[src/rtl/dsp_config_loader.sv]
// Serialises parallel configuration words LSB-first into a DSP configuration chain,
// grouping words into frames that end with a one-cycle done pulse.
module dsp_config_loader #(
  parameter int CFG_WIDTH = 8,
  parameter int CNT_WIDTH = 8
) (
  input  logic                 clk,
  input  logic                 rst,
  input  logic [CFG_WIDTH-1:0] cfg_word,
  input  logic                 cfg_valid,
  input  logic                 cfg_last,
  output logic                 cfg_ready,
  input  logic                 cfg_abort,
  output logic                 configuration_input,
  output logic                 configuration_enable,
  output logic                 busy,
  output logic                 done,
  output logic [CNT_WIDTH-1:0] frame_words
);

  typedef enum logic [1:0] {IDLE, SHIFT, DONE} state_t;

  localparam int BW = (CFG_WIDTH > 1) ? $clog2(CFG_WIDTH) : 1;

  state_t               state;
  logic [CFG_WIDTH-1:0] shreg;
  logic                 last_q;
  logic [BW-1:0]        bit_cnt;
  logic                 final_bit;
  logic                 accept;

  assign final_bit = (state == SHIFT) && (bit_cnt == BW'(CFG_WIDTH - 1));
  // NOTE: cfg_ready is the only combinational output; it depends on state and abort, never on cfg_valid.
  assign cfg_ready = !cfg_abort && ((state == IDLE) || (final_bit && !last_q));
  assign accept    = cfg_valid && cfg_ready;

  // NOTE: all state uses non-blocking assignments so every flop samples pre-edge values.
  always_ff @(posedge clk or posedge rst) begin
    if (rst) begin
      state                <= IDLE;
      shreg                <= '0;
      last_q               <= 1'b0;
      bit_cnt              <= '0;
      configuration_input  <= 1'b0;
      configuration_enable <= 1'b0;
      busy                 <= 1'b0;
      done                 <= 1'b0;
      frame_words          <= '0;
    end else if (cfg_abort) begin
      state                <= IDLE;
      bit_cnt              <= '0;
      configuration_input  <= 1'b0;
      configuration_enable <= 1'b0;
      busy                 <= 1'b0;
      done                 <= 1'b0;
      frame_words          <= '0;
    end else begin
      done <= 1'b0;
      if (accept) begin
        // Bit 0 goes out immediately; the remaining bits wait in shreg.
        state                <= SHIFT;
        shreg                <= cfg_word >> 1;
        last_q               <= cfg_last;
        bit_cnt              <= '0;
        configuration_input  <= cfg_word[0];
        configuration_enable <= 1'b1;
        busy                 <= 1'b1;
        if (frame_words != {CNT_WIDTH{1'b1}})
          frame_words <= frame_words + CNT_WIDTH'(1);
      end else begin
        unique case (state)
          SHIFT: begin
            if (final_bit) begin
              configuration_input  <= 1'b0;
              configuration_enable <= 1'b0;
              if (last_q) begin
                state <= DONE;
                done  <= 1'b1;
                busy  <= 1'b1;
              end else begin
                state <= IDLE;
                busy  <= 1'b0;
              end
            end else begin
              bit_cnt             <= bit_cnt + BW'(1);
              configuration_input <= shreg[0];
              shreg               <= shreg >> 1;
            end
          end
          DONE: begin
            state       <= IDLE;
            busy        <= 1'b0;
            frame_words <= '0;
          end
          default: begin
            state <= IDLE;
          end
        endcase
      end
    end
  end

endmodule

[config.mk]
export PLATFORM = sky130hd
export DESIGN_NAME = dsp_config_loader
export DESIGN_NICKNAME = d
export VERILOG_FILES = /design/src/rtl/dsp_config_loader.sv
export SDC_FILE = /design/constraint.sdc
export NUM_CORES = 1
export LEC_CHECK = 0
export ABC_CLOCK_PERIOD_IN_PS = 1700
export BUFFER_PORTS_ARGS = -buffer_cell sky130_fd_sc_hd__buf_2
export CORE_MARGIN = 3
export CORE_UTILIZATION = 48
export DETAILED_ROUTE_END_ITERATION = 8
export PLACE_DENSITY = 0.74
export SLEW_MARGIN = 20
export SYNTH_ARGS = -nofsm -noshare
export SYNTH_HDL_FRONTEND = slang
export SYNTH_SLANG_ARGS = --single-unit
[constraint.sdc]
create_clock -name clk -period 1.7 [get_ports clk]
set_input_delay 0.255 -clock clk [delete_from_list [all_inputs] [get_ports clk]]
set_output_delay 0.255 -clock clk [all_outputs]
set_load 0.005 [all_outputs]
# Word-level counts from Yosys, hierarchy flattened
# Cells that the tools add are included.
[classes]
add_sub_neg = 2
eq_ne = 8
muxes = 33
bitwise_logic = 1
reduce_logical = 19
[ops]
columns = ["op", "count"]
rows = [
  ["2-to-1 mux 8 bit", 7],
  ["2-to-1 mux 1 bit", 16],
  ["2-to-1 mux 3 bit", 4],
  ["2-to-1 mux 2 bit", 5],
  ["AND reduction 2 bit", 5],
  ["nonzero test 3 bit", 3],
  ["adder 8 x 1 -> 8 bit, second input constant", 1],
  ["!= test 8 bit, second input constant", 1],
  ["!= test 3 x 2 -> 1 bit, second input constant", 2],
  ["logical AND 1 bit", 4],
  ["!= test 4 bit, second input constant", 1],
  ["nonzero test 4 bit", 1],
  ["adder 3 x 1 -> 3 bit, second input constant", 1],
  ["equality test 3 bit, second input constant", 1],
  ["AND reduction 3 bit", 1],
  ["equality test 2 x 1 -> 1 bit, second input constant", 1],
  ["equality test 2 bit, second input constant", 1],
  ["zero test 1 bit", 2],
  ["zero test 2 bit", 1],
  ["!= test 2 x 1 -> 1 bit, second input constant", 1],
  ["one-hot mux 1 bit (2 select lines)", 1],
  ["nonzero test 2 bit", 1],
  ["logical OR 1 bit", 1],
  ["inverter 1 bit", 1],
]
[totals]
regBits = 26
inputBits = 13
output_inout_bits = 13
elab_cells = 72

# Longest topological paths before layout
# Gate-level depths: netlist of the first run.
[logic_depth]
ltp_word = 8
ltp_mapped = 7
ltp_nobuf = 6

# Least setup slack after synthesis of the first run
# Ideal clock, no wire load.
[synth_path]
path_type = "reg2reg"
from = "register bit_cnt[0]"
to = "register frame_words[5]"
setup_time_ps = 126
arrival_ps = 1647
required_ps = 1574
path_slack_ps = -73
path_stages_with_launch = 7
path_buffers = 0
synth_period_minus_slack_ps = 1773
cell_sequence = "dfrtp_1 -> ha_1 -> ha_1 -> and3b_4 -> o21a_4 -> o2bb2ai_2 -> a221o_1"
[synth_between]
elab_chain_cells = 8
elab_cells_between_ends = 11
classes_between = "eq/ne (2); mux (2); reduce/logical (7)"
[synth_lines]
columns = ["item", "line", "text"]
rows = [
  ["from (decl)", "28", "logic [BW-1:0] bit_cnt;"],
  ["from (signal assigned)", "85", "bit_cnt <= bit_cnt + BW'(1);"],
  ["equality test 3 bit *", "32", "assign final_bit = (state == SHIFT) && (bit_cnt == BW'(CFG_WIDTH - 1));"],
  ["logical AND 1 bit *", "32", ""],
  ["logical AND 1 bit *", "34", "assign cfg_ready = !cfg_abort && ((state == IDLE) || (final_bit && !last_q));"],
  ["logical OR 1 bit *", "34", ""],
  ["logical AND 1 bit *", "34", ""],
  ["logical AND 1 bit *", "35", "assign accept = cfg_valid && cfg_ready;"],
  ["!= test 3 x 2 -> 1 bit (no source line) (tied with other cells)", "-", ""],
  ["AND reduction 2 bit (no source line) or 2-to-1 mux 8 bit (tied branches)", "-", ""],
  ["to (signal assigned)", "69", "frame_words <= frame_words + CNT_WIDTH'(1);"],
  ["to (decl)", "18", "output logic [CNT_WIDTH-1:0] frame_words"],
]
# Every way passes the cells marked *; elsewhere a longest branch is shown, timed or not.
# A chain may end at the register's enable or synchronous reset.

# Final worst setup path of the first run
[layout_path]
from = "register bit_cnt[1]"
to = "output port cfg_ready"
[layout_between]
elab_chain_cells = 5
[layout_lines]
columns = ["item", "line", "text"]
rows = [
  ["equality test 3 bit", "32", ""],
  ["logical AND 1 bit", "32", ""],
  ["logical AND 1 bit", "34", ""],
  ["logical OR 1 bit", "34", ""],
  ["logical AND 1 bit", "34", ""],
  ["to (decl)", "12", "output logic cfg_ready,"],
]
# No other way between the ends.

==> impl_metrics.toml, run 1 <==
[power]
p_seq_frac = 0.583
p_leak_nw = 0.843
power_frac_clock = 0.229
power_frac_comb = 0.188
sw_frac_of_total = 0.278
power.switching_w = 0.000326
powerDensity_nw_per_um2 = 680
p_total_w = 0.00117
power.internal_w = 0.000844
peakVddDrop_uv = 598

[finish]
final_core_util = 0.670
drive_gt1_frac = 0.350
syn_to_final_growth_pct = 28.3
layout.nets = 200
fillers = 225
final_cells = 210
num_antenna_cells = 0

[global_routing]
grt_pass1_vias = 1120
grt_max_degree = 26
grt_pass1_wl_mm = 5.02
antenna_found_initial = 0
overflow = 0
grt_usage = 0.185

[sta]
grt_setup_unrepaired = "true"
finalSetupViolations = 4
hold_viol_final = 0
final.setup.tns_ps = -192
clock_skew_ps = 6.48
setup_slack_ps = -90.0
min_period_over_period = 1.05
maxClockFrequency_mhz = 559
relSlewSlack = 0.688
fin_crit_ps = 1790
slew_violations = 0
worstMarginPinSlew_ps = 466

[critical_path]
cp.required_ps = 1440
r2r-end = "frame_words[5]$_DFFE_PP0P_"
crit_family = "flip-flops"
cpPeakStageDelay_ps = 430
path_cells = "ha_2, ha_4, and3b_4, nor2_2, nor2_1, buf_2"
critical_path_class = "reg2out"
r2r_slack_ps = -60
cp.arrival_ps = 1530
cp.depth = 6
critPathSlowestCell = "dfrtp_1"
cp-end-kind = "output pin"
crit_path_start_kind = "flop"
worst-path-buf-inv = 1
r2r_cells = 6
cp_max_fo = 3
r2r-start = "bit_cnt[1]$_DFFE_PP0P_"

[job]
drv_cap = 0

[cts]
cts_made_buffers = 3
clk_latency_ps = 320
clk_pin_slew_worst_paths_ps = 140
cts-root-buf = "clkbuf_4"
cts_buffer_depth = 2
htree_num_levels = 1
cts.sinks = 25
cts_tree = "built"

[route]
met3_length_um = 78
ant_nets = 0
vias_per_cell = 5.27
drt-total-wl_mm = 2.95
route.met2.wl_mm = 1.53
drt_pass1_iterations = 4
avgRoutedWirePerCell_um = 14.1
drc = 0
top_layer = "met4"
num_vias = 1106
wl_met1_mm = 1.34
initialDrtViolationCount = 54

[logic_synthesis]
ys_ff_latch = 25
yosysWarningCount = 0
synthArstFlopShare = 1.00
synth_top_area_cell = "dfrtp_1"
avgSynthCellArea_um2 = 9.79
synth_edf_count = 0
synth_seq_area_share = 0.466
synth_cell_types = 36
synth_area_leaders = "dfrtp_1, mux2i_1, ha_1"
syn-cell-area_um2 = 1340
netlist.area_leader.share = 0.466
yosysMostFrequentCell = "dfrtp_1"
syn_nets = 156
ys.flop_type = "dfrtp_1"
syn-instance-count = 137
synthTopCellsByCount = "dfrtp_1, nand2_1, nor2_1, o21ai_0"

[floorplanning]
die-width_um = 58.9
die_area_um2 = 3460
initial_core_util = 0.522
rows = 18
io_pins = 26
die_h_um = 58.9
core-area_um2 = 2570

[place]
post-dp-hpwl_mm = 2.19
dp_cells = 202
place_ws_ps = -42.8
numPortBuffers = 25
gp_congestion = 0.804

[worst_hold_path]
hold_start = "cfg_word[0]"
hold_path_depth = 3
hp-class = "in2reg"
min_to = "configuration_input$_DFFE_PP0P_"

[run_status]
status = "finished, violations left"
violations = "negative setup slack"
## cells by family (layout without fill, tap and decap cells)
| family | after synthesis | after routing | synth area share |
|---|---|---|---|
| AO/OA/AOI/OAI | 31 | 31 | 0.174 |
| XOR/XNOR | 1 | 1 | 0.00653 |
| adder cells (fa/ha/maj) | 6 | 6 | 0.0560 |
| buffers and inverters | 14 | 57 | 0.0438 |
| flip-flops | 25 | 25 | 0.466 |
| multiplexers | 9 | 9 | 0.0672 |
| AND/OR/NAND/NOR | 51 | 51 | 0.186 |
## power groups by stage
stage / clock [W] / combinational (W) / sequential, W
after global routing: 0.000298 / 0.000248 / 0.000689
after floorplan: 0 / 0.000129 / 0.000684
after detailed placement: 0 / 0.000201 / 0.000693
final: 0.000268 / 0.000220 / 0.000682
after CTS: 0.000274 / 0.000215 / 0.000681
after global placement: 0 / 0.000194 / 0.000689
## routing by layer
| metal | vias to the layer above | track usage |
|---|---|---|
| met5 | - | 0 |
| met2 | 17 | 0.315 |
| met4 | 0 | 0.0615 |
| li1 | 562 | - |
| met1 | 525 | 0.241 |
| met3 | 2 | 0.0241 |
## placed cells by master (no fill, tap or decap), drive strengths merged, types with 2 or more instances in the layout
master	instances
nand2b	2
clkbuf	3
nor3	6
nor2b	2
nand3	4
nand2	19
o21ai	15
a2bb2oi	2
inv	9
a31o	2
ha	6
buf	43
nor2	13
dfrtp	25
a21oi	3
mux2i	9
## final cells by class
class	instances	area, µm²	area share
clock buffers	3	22.5	0.0131
repair buffers	44	282	0.164
inverters	9	33.8	0.0196
flip-flops and latches	25	627	0.364
multi-input cells	98	713	0.415
well taps	30	37.5	0.0218
clock inverters	1	5.00	0.00291
## metrics by stage
stage / cell area [µm²] / hold slack (ps)
final: 1720 / 120
after global routing: 1720 / 128
after CTS: 1690 / 115
after detailed placement: 1610 / 326
after global placement: 1610 / 316
after floorplan: 1360 / 282
## sequential cells by signal, indices dropped and copies added, names as in the netlist
| signal | cells |
|---|---|
| frame_words | 8 |
| shreg | 7 |
| bit_cnt | 3 |
| state | 2 |
| busy | 1 |
| configuration_enable | 1 |
| configuration_input | 1 |
| done | 1 |
| last_q | 1 |
## worst reg2reg max path, delay by kind of cell, from the launching register on
| family | cells | cell delay [ps] |
|---|---|---|
| compound gates | 3 | 690 |
| fa+ha+maj | 2 | 350 |
| simple gates | 1 | 200 |
| flops | 1 | 430 |
## timing repair
item,in CTS,in global routing
resized for setup,5,6
hold buffers,1,0
hold endpoints to repair,25,0
buffers inserted,1,2
endpoints found under the setup margin,5,15
pin swaps,4,1
## worst max path at each step
stage	startpoint	end
6_report	bit_cnt[1]$_DFFE_PP0P_	cfg_ready
5_1_grt	bit_cnt[1]$_DFFE_PP0P_	cfg_ready
4_1_cts	bit_cnt[1]$_DFFE_PP0P_	cfg_ready
3_5_place_dp	bit_cnt[1]$_DFFE_PP0P_	frame_words[1]$_DFFE_PP0P_
3_3_place_gp	bit_cnt[1]$_DFFE_PP0P_	frame_words[5]$_DFFE_PP0P_
2_1_floorplan	bit_cnt[0]$_DFFE_PP0P_	frame_words[5]$_DFFE_PP0P_
(Power assumes the default switching activity.)
==> inputs of run 2 (changes only) <==
--- a/config.mk
+++ b/config.mk
@@ -10,7 +10,7 @@
 export CORE_MARGIN = 3
 export CORE_UTILIZATION = 48
 export DETAILED_ROUTE_END_ITERATION = 8
-export PLACE_DENSITY = 0.74
+export PLACE_DENSITY = 0.75
 export SLEW_MARGIN = 20
 export SYNTH_ARGS = -nofsm -noshare
 export SYNTH_HDL_FRONTEND = slang
==> impl_metrics.toml, run 2 (synthesis results as in run 1) <==
[global_routing]
grt_pass1_wl_mm = 4.98
grt_max_degree = 26
grt_usage = 0.189
grt_pass1_vias = 1101
antenna_found_initial = 0
overflow = 0

[place]
dp_cells = 203
place_ws_ps = -63.0
post-dp-hpwl_mm = 2.28
numPortBuffers = 25
gp_congestion = 0.832

[route]
route.met2.wl_mm = 1.81
met3_length_um = 156
initialDrtViolationCount = 32
drc = 0
top_layer = "met4"
wl_met1_mm = 1.43
avgRoutedWirePerCell_um = 16.0
vias_per_cell = 5.60
num_vias = 1210
drt_pass1_iterations = 4
ant_nets = 0
drt-total-wl_mm = 3.46

[floorplanning]
initial_core_util = 0.522
die_area_um2 = 3460
die-width_um = 58.9
core-area_um2 = 2570
die_h_um = 58.9
rows = 18
io_pins = 26

[finish]
regMostFlops = "frame_words"
layout.nets = 206
num_antenna_cells = 0
final-seq-area_um2 = 626
top_regs = "frame_words x8, shreg x7, bit_cnt x3"
final_cells = 216
largest_reg_flops = 8
drive_gt1_frac = 0.409
final_cell_mix = "dfrtp_1, buf_2, buf_4"
multi_input_area_um2 = 761
syn_to_final_growth_pct = 38.3
fillers = 182

[critical_path]
r2r-end = "shreg[2]$_DFFE_PP0P_"
critical_path_class = "reg2out"
path_cells = "ha_2, ha_4, and3b_4, nor2_2, nor2_1, buf_2"
cp-end-kind = "output pin"
r2r_cells = 7
crit_path_start_kind = "flop"
cpPeakStageDelay_ps = 430
cp.arrival_ps = 1580
cp_max_fo = 4
r2r_slack_ps = -120
r2r-start = "bit_cnt[1]$_DFFE_PP0P_"
startpoint = "bit_cnt[1]$_DFFE_PP0P_"
cp.required_ps = 1440
critPathSlowestCell = "dfrtp_1"

[power]
peakVddDrop_uv = 578
p_leak_nw = 0.902
p_total_w = 0.00124
powerDensity_nw_per_um2 = 669

[worst_hold_path]
hold_path_depth = 3
hold_start = "cfg_last"
min_to = "last_q$_DFFE_PP0P_"
hp-class = "in2reg"

[sta]
timing.hold.ws_ps = 109
setup_slack_ps = -131
maxClockFrequency_mhz = 546
grt_setup_unrepaired = "true"
finalSetupViolations = 13
fin_crit_ps = 1830
min_period_over_period = 1.08
slew_violations = 0
final.setup.tns_ps = -706
clock_skew_ps = 6.41
worstMarginPinSlew_ps = 436
relSlewSlack = 0.708
hold_viol_final = 0

[cts]
cts_buffer_depth = 2
cts-root-buf = "clkbuf_4"
clk_pin_slew_worst_paths_ps = 150
clk_latency_ps = 330
cts.sinks = 25
cts_made_buffers = 3
cts_tree = "built"
htree_num_levels = 1

[job]
drv_cap = 0

[run_status]
violations = "negative setup slack"
status = "finished, violations left"
==> run 2: cell types whose count changed in the layout (fill, tap and decap cells not counted), sizes merged <==
cell | previous run | this run
buf | 43 | 48
clkbuf | 3 | 4
clkinv | 1 | 0
clkinvlp | 0 | 1
==> run 2: critical path, delay by kind of cell (launching register included) <==
kind	cells	cell delay, ps
adder cells (fa/ha/maj)	2	360
flip-flops	1	430
AND/OR/NAND/NOR	3	330
buffers and inverters	1	120
==> run 2: worst max-delay path by stage <==
stage | to | slack, ps | depth (start not counted)
2_1_floorplan | frame_words[5]$_DFFE_PP0P_ | 4 | 6
3_3_place_gp | frame_words[5]$_DFFE_PP0P_ | -10 | 6
3_5_place_dp | frame_words[5]$_DFFE_PP0P_ | -60 | 6
4_1_cts | cfg_ready | -120 | 6
5_1_grt | cfg_ready | -170 | 6
6_report | cfg_ready | -130 | 6
==> run 2: per-layer routing <==
| layer | GRT usage | up-vias |
|---|---|---|
| met5 | 0 | - |
| met4 | 0.0680 | 0 |
| met3 | 0.0241 | 6 |
| met2 | 0.339 | 36 |
| met1 | 0.228 | 596 |
| li1 | - | 572 |
==> run 2: repair_timing <==
action                                  in CTS  in global routing
endpoints found under the setup margin       9                 16
pin swaps                                    4                  4
resized for setup                            8                 22
gates cloned                                 0                  2
setup buffers                                2                  4
hold buffers                                 1                  0
endpoints found under the hold margin       25                  0
==> run 2: power by group <==
group          internal (W)  leakage, nW  switching [W]
Sequential         0.000646        0.331      0.0000378
Clock             0.0000901       0.0139       0.000195
Combinational      0.000136        0.557       0.000135
Total              0.000872        0.902       0.000368
==> run 2: per-stage QoR <==
| stage | utilization | instance area [µm²] |
|---|---|---|
| finish | 0.723 | 1860 |
| global route | 0.723 | 1860 |
| CTS | 0.667 | 1710 |
| detailed placement | 0.629 | 1610 |
| global placement | 0.629 | 1610 |
| floorplan | - | 1360 |
==> run 2: area by class of cell <==
class / count / share of cell area
timing repair buffer: 50 / 0.198
sequential: 25 / 0.337
clock buffer: 3 / 0.0121
tap: 30 / 0.0202
inverter: 9 / 0.0182
multi-input combinational: 98 / 0.410
clock inverter: 1 / 0.00405
